$ cat src/rtl/genesis_pad_scanner.sv
// Genesis DB-9 pad scanner: drives select, samples both mux phases, and commits
// a frame-coherent active-high button word with a pad-present flag.
module genesis_pad_scanner #(
    parameter int unsigned PHASE_CYCLES  = 500,
    parameter int unsigned SETTLE_CYCLES = 50
) (
    input  logic       clk,
    input  logic       reset,
    input  logic       up_z,
    input  logic       down_y,
    input  logic       left_x,
    input  logic       right,
    input  logic       a_b,
    input  logic       start_c,
    output logic       select_out,
    output logic [7:0] buttons,
    output logic       pad_present,
    output logic       frame_valid,
    output logic       changed
);

    localparam int unsigned CNT_W  = 16;
    localparam int unsigned PIN_W  = 6;
    localparam logic [CNT_W-1:0] CNT_LAST   = CNT_W'(PHASE_CYCLES - 1);
    localparam logic [CNT_W-1:0] CNT_SETTLE = CNT_W'(SETTLE_CYCLES);

    // Pin vector layout after synchronization
    localparam int unsigned P_UP    = 0;
    localparam int unsigned P_DOWN  = 1;
    localparam int unsigned P_LEFT  = 2;
    localparam int unsigned P_RIGHT = 3;
    localparam int unsigned P_AB    = 4;
    localparam int unsigned P_SC    = 5;

    typedef enum logic {
        PH_LOW  = 1'b0,
        PH_HIGH = 1'b1
    } phase_t;

    phase_t             r_state;
    phase_t             w_state_nxt;
    logic [CNT_W-1:0]   r_cnt;
    logic [CNT_W-1:0]   w_cnt_nxt;
    logic [PIN_W-1:0]   r_sync1;
    logic [PIN_W-1:0]   r_sync2;
    logic               r_low_a;
    logic               r_low_start;
    logic               r_low_sig;
    logic               r_have_low;
    logic [7:0]         r_buttons;
    logic               r_pad_present;
    logic               r_frame_valid;
    logic               r_changed;
    logic               w_low_sample;
    logic               w_commit;
    logic [7:0]         w_btn_new;

    // Two-flop synchronizer on the raw pins, idle-high
    always_ff @(posedge clk or negedge reset) begin
        if (!reset) begin
            r_sync1 <= '1;
            r_sync2 <= '1;
        end else begin
            r_sync1 <= {start_c, a_b, right, left_x, down_y, up_z};
            r_sync2 <= r_sync1;
        end
    end

    // Phase state register
    always_ff @(posedge clk or negedge reset) begin
        if (!reset) begin
            r_state <= PH_HIGH;
            r_cnt   <= '0;
        end else begin
            r_state <= w_state_nxt;
            r_cnt   <= w_cnt_nxt;
        end
    end

    // Next phase, counter wrap and sample strobes
    always_comb begin
        w_state_nxt  = r_state;
        w_cnt_nxt    = r_cnt + CNT_W'(1);
        w_low_sample = 1'b0;
        w_commit     = 1'b0;
        if (r_cnt == CNT_LAST) begin
            w_cnt_nxt   = '0;
            w_state_nxt = (r_state == PH_HIGH) ? PH_LOW : PH_HIGH;
        end
        case (r_state)
            PH_LOW:  w_low_sample = (r_cnt == CNT_SETTLE);
            PH_HIGH: w_commit     = (r_cnt == CNT_SETTLE) && r_have_low;
            default: ;
        endcase
    end

    // Bit order {start, C, B, A, right, left, down, up}; zero without a signature
    always_comb begin
        w_btn_new = '0;
        if (r_low_sig) begin
            w_btn_new = {r_low_start, ~r_sync2[P_SC], ~r_sync2[P_AB], r_low_a,
                         ~r_sync2[P_RIGHT], ~r_sync2[P_LEFT],
                         ~r_sync2[P_DOWN], ~r_sync2[P_UP]};
        end
    end

    // Low-phase capture and frame commit
    always_ff @(posedge clk or negedge reset) begin
        if (!reset) begin
            r_low_a       <= 1'b0;
            r_low_start   <= 1'b0;
            r_low_sig     <= 1'b0;
            r_have_low    <= 1'b0;
            r_buttons     <= '0;
            r_pad_present <= 1'b0;
            r_frame_valid <= 1'b0;
            r_changed     <= 1'b0;
        end else begin
            r_frame_valid <= w_commit;
            r_changed     <= 1'b0;
            if (w_low_sample) begin
                r_low_a     <= ~r_sync2[P_AB];
                r_low_start <= ~r_sync2[P_SC];
                r_low_sig   <= ~r_sync2[P_LEFT] & ~r_sync2[P_RIGHT];
                r_have_low  <= 1'b1;
            end
            if (w_commit) begin
                r_buttons     <= w_btn_new;
                r_pad_present <= r_low_sig;
                r_changed     <= (w_btn_new != r_buttons);
                r_have_low    <= 1'b0;
            end
        end
    end

    assign select_out  = (r_state == PH_HIGH);
    assign buttons     = r_buttons;
    assign pad_present = r_pad_present;
    assign frame_valid = r_frame_valid;
    assign changed     = r_changed;

endmodule

$ cat config.mk
export PLATFORM = sky130hd
export DESIGN_NAME = genesis_pad_scanner
export DESIGN_NICKNAME = d
export VERILOG_FILES = /design/src/rtl/genesis_pad_scanner.sv
export SDC_FILE = /design/constraint.sdc
export NUM_CORES = 1
export LEC_CHECK = 0
export ABC_AREA = 1
export ABC_CLOCK_PERIOD_IN_PS = 1570
export CORE_MARGIN = 2
export CORE_UTILIZATION = 50
export CTS_CLUSTER_DIAMETER = 30
export DETAILED_ROUTE_END_ITERATION = 10
export PLACE_DENSITY = 0.68
export SLEW_MARGIN = 20
export SYNTH_ARGS = -nofsm -noshare
export SYNTH_HDL_FRONTEND = slang
export SYNTH_SLANG_ARGS = --single-unit
$ cat constraint.sdc
create_clock -name clk -period 1.57 [get_ports clk]
set_input_delay 0.2355 -clock clk [delete_from_list [all_inputs] [get_ports clk]]
set_output_delay 0.2355 -clock clk [all_outputs]
set_load 0.05 [all_outputs]
==> out/metrics.cfg <==
[route]
ant_nets=0
initialDrtViolationCount=122
via_per_inst=4.87
wl_per_cell_um=11.2
vias=1587
totalWireLength_mm=3.65
drc=0
dr.pass1.iters=4

[logic_synthesis]
synth_seq_cells=44
ys_types=28
synthXorXnorAreaFrac_pct=3.29
ys.flop_type=dfrtp_1
synth_simple_gate_area_share_pct=31.4
syn_avg_cell_area_um2=8.52
synthMuxAreaShare_pct=0
synthesis.area_um2=2130
synthArstFlopShare_pct=100
synth_edf_count=0
netlist_instances=250
synth_top_family_by_area=simple AND/OR/NAND/NOR gates
seq_area_frac_synth_pct=52.4
syn_nets=260
synth-compound-area-share_pct=2.64
synth_fa_ha_area_share_pct=1.17
yosys_warnings=0

[critical_path]
regToRegSetupSlack_ps=150
r2r_end=buttons[2]
reg2reg_depth=8
worstSetupEndpointType=flop
cp.arrival_ps=1660
startpoint_type=flop
crit-reg2reg-launch=r_cnt[0]
cp_max_fo=12
crit_start=r_cnt[0]
worstSetupPathType=reg2reg
critPathRequiredTime_ps=1810

[finish]
diodes=0
seq_area_um2=1120
nets=285
syn2layout_area_growth_pct=16.4
fillers=367
final_cells=326
multi_input_area_um2=822
drive_gt1_share_pct=19.9

[flow_run]
drv_cap=0

[cts]
clock_latency_ps=290
cts_setup_buffers=0
clockBufferDepth=2
htreeDepth=2
cts_tree=done
root_buffer=clkbuf_8
numCtsBuffers=5
clkTransAtPathRegs_ps=90
numClockSinks=44

[pwr]
power_frac_seq_pct=57.5
ir_drop_mv=0.609
p_leak_nw=1.30
power_density_nw_per_um2=817
p_sw_uw=429
power.internal_mw=1.60
power_frac_clock_pct=40.0
power_switching_share_pct=21.2
combPwrFrac_pct=2.5

[floorplan]
rows=23
die_y_um=69.3
core-area_um2=4060
start_util_pct=52.5
die_width_um=69.3
ioPinCount=20
die_area_um2=4800

[sta]
skew_ps=7.95
hold_viol=0
timing.fmax_mhz=704
drv_slew=0
setup_viol=0
finalCritPeriodShare_pct=90.4
worst_slew_pin_slew_ps=276
layout_setup_ws_ps=150
period_needed_ps=1420
slew_headroom_pct=81.6
fin_setup_tns_ps=0
rsz0062_at_grt=no

[grt]
grt_pass1_vias=1559
grt_pass1_wl_mm=6.91
grt_start_max_net_pins=45
antenna_found_initial=0
grt-ovfl-total=0
grt_util_all_layers_pct=17.9

[placement]
place_ws_ps=134
port_buffers=19
dp_hpwl_mm=2.74
dp.cells=317
place_congestion=0.843

[worst_hold_path]
worstHoldStart=up_z
hp-class=in2reg
hold_path_end=r_sync1[0]
hold_path_depth=1

[outcome]
status=completed

-- metal layers --
metal	vias up	global-route usage, %	part of all wire [%]
met5	-	0	0
met4	0	6.54	1.8
met3	7	3.49	3.9
met2	29	26.9	44
met1	734	25.7	51
li1	817	-	-
-- synthesized netlist by cell type, drive strengths merged, types with 2 or more instances --
| master | number | share of area (%) |
|---|---|---|
| a21oi | 4 | 0.94 |
| buf | 4 | 1.5 |
| dfstp | 13 | 16 |
| nor2 | 31 | 7.2 |
| clkinv | 2 | 0.35 |
| dfrtp | 31 | 36 |
| nand4 | 9 | 2.6 |
| ha | 2 | 1.2 |
| or2 | 2 | 0.59 |
| xor2 | 7 | 2.9 |
| o21ai | 5 | 1.4 |
| nand3 | 22 | 6.9 |
| nand2 | 73 | 13 |
| inv | 41 | 7.2 |
| nor3 | 2 | 0.70 |
-- kinds of logic (layout without fill, tap and decap cells) --
group / count (synthesis) / in the layout
DFF: 44 / 44
buffers and inverters: 47 / 73
and+or+nand+nor: 139 / 139
xor gates and xnor gates: 8 / 8
AOI/OAI and AO/OA: 10 / 10
adders and majority gates: 2 / 2
-- timing repair --
| action | in CTS | in global routing |
|---|---|---|
| gates resized for setup | 0 | 2 |
| setup endpoints to repair | 0 | 3 |
| hold endpoints to repair | 31 | 0 |
| hold buffers | 1 | 0 |
-- registers in the layout (all words and copies together) (netlist names) --
signal,count
r_have_low,1
r_cnt,16
r_low_a,1
frame_valid,1
r_sync1,6
select_out,1
r_low_start,1
pad_present,1
buttons,8
r_sync2,6
r_low_sig,1
changed,1
-- stage by stage --
step / instance area, µm² / hold WS (ps) / util (%) / total power, mW
after floorplan: 2130 / -60.1 / - / 1.19
after global placement: 2360 / 227 / 58.1 / 1.24
after detailed placement: 2360 / 232 / 58.1 / 1.24
after CTS: 2480 / 331 / 61.1 / 2.06
after global routing: 2480 / 332 / 61.1 / 2.12
final: 2480 / 339 / 61.1 / 2.03
-- layout make-up --
type | count | area share [%]
Tap cell | 50 | 2.52
Clock inverter | 2 | 0.706
Sequential cell | 44 | 45.1
Multi-Input combinational cell | 159 | 33.1
Timing Repair Buffer | 22 | 8.27
Inverter | 43 | 6.51
Clock buffer | 6 | 3.78
-- worst max-delay path, stage by stage (launching register included) --
cell and delay, ps:
dfrtp_1 410, inv_1 70, ha_1 180, nand3_4 100, nor2_8 210, nand3_4 180
nand2_1 110, nand2_1 60, inv_1 50
-- power groups by stage --
stage,clock network (mW),logic (mW),registers (mW)
3_5_place_dp,0,0.0520,1.19
5_1_grt,0.895,0.0586,1.17
6_report,0.811,0.0509,1.17
2_1_floorplan,0,0.00544,1.19
3_3_place_gp,0,0.0509,1.19
4_1_cts,0.838,0.0537,1.17
-- worst max-delay path by stage --
stage / cells past startpoint / end / slack [ps]
3_5_place_dp: 7 / buttons[6] / 130
5_1_grt: 8 / r_cnt[7] / 20
4_1_cts: 7 / buttons[6] / 120
3_3_place_gp: 7 / buttons[6] / 160
2_1_floorplan: 6 / buttons[6] / 150
6_report: 8 / buttons[2] / 150
-- cell usage in the layout, fill, tap and decap left out, types with 2 or more instances in the layout --
master | netlist | routed
clkinv_1 | 2 | 2
inv_1 | 37 | 37
xor2_1 | 7 | 7
dfstp_2 | 13 | 13
nand3_1 | 19 | 19
clkbuf_8 | 0 | 5
nor2_4 | 2 | 2
nand3_4 | 3 | 3
nand2_1 | 71 | 71
o21ai_1 | 4 | 4
buf_4 | 0 | 12
inv_2 | 4 | 4
a21oi_1 | 4 | 4
clkinv_4 | 0 | 2
dfrtp_1 | 31 | 30
clkdlybuf4s50_1 | 0 | 6
nor2_1 | 26 | 25
buf_12 | 0 | 2
nand4_1 | 9 | 9
nor2_2 | 2 | 3
ha_1 | 2 | 2
Note: power is estimated with default switching activity, not from simulation.
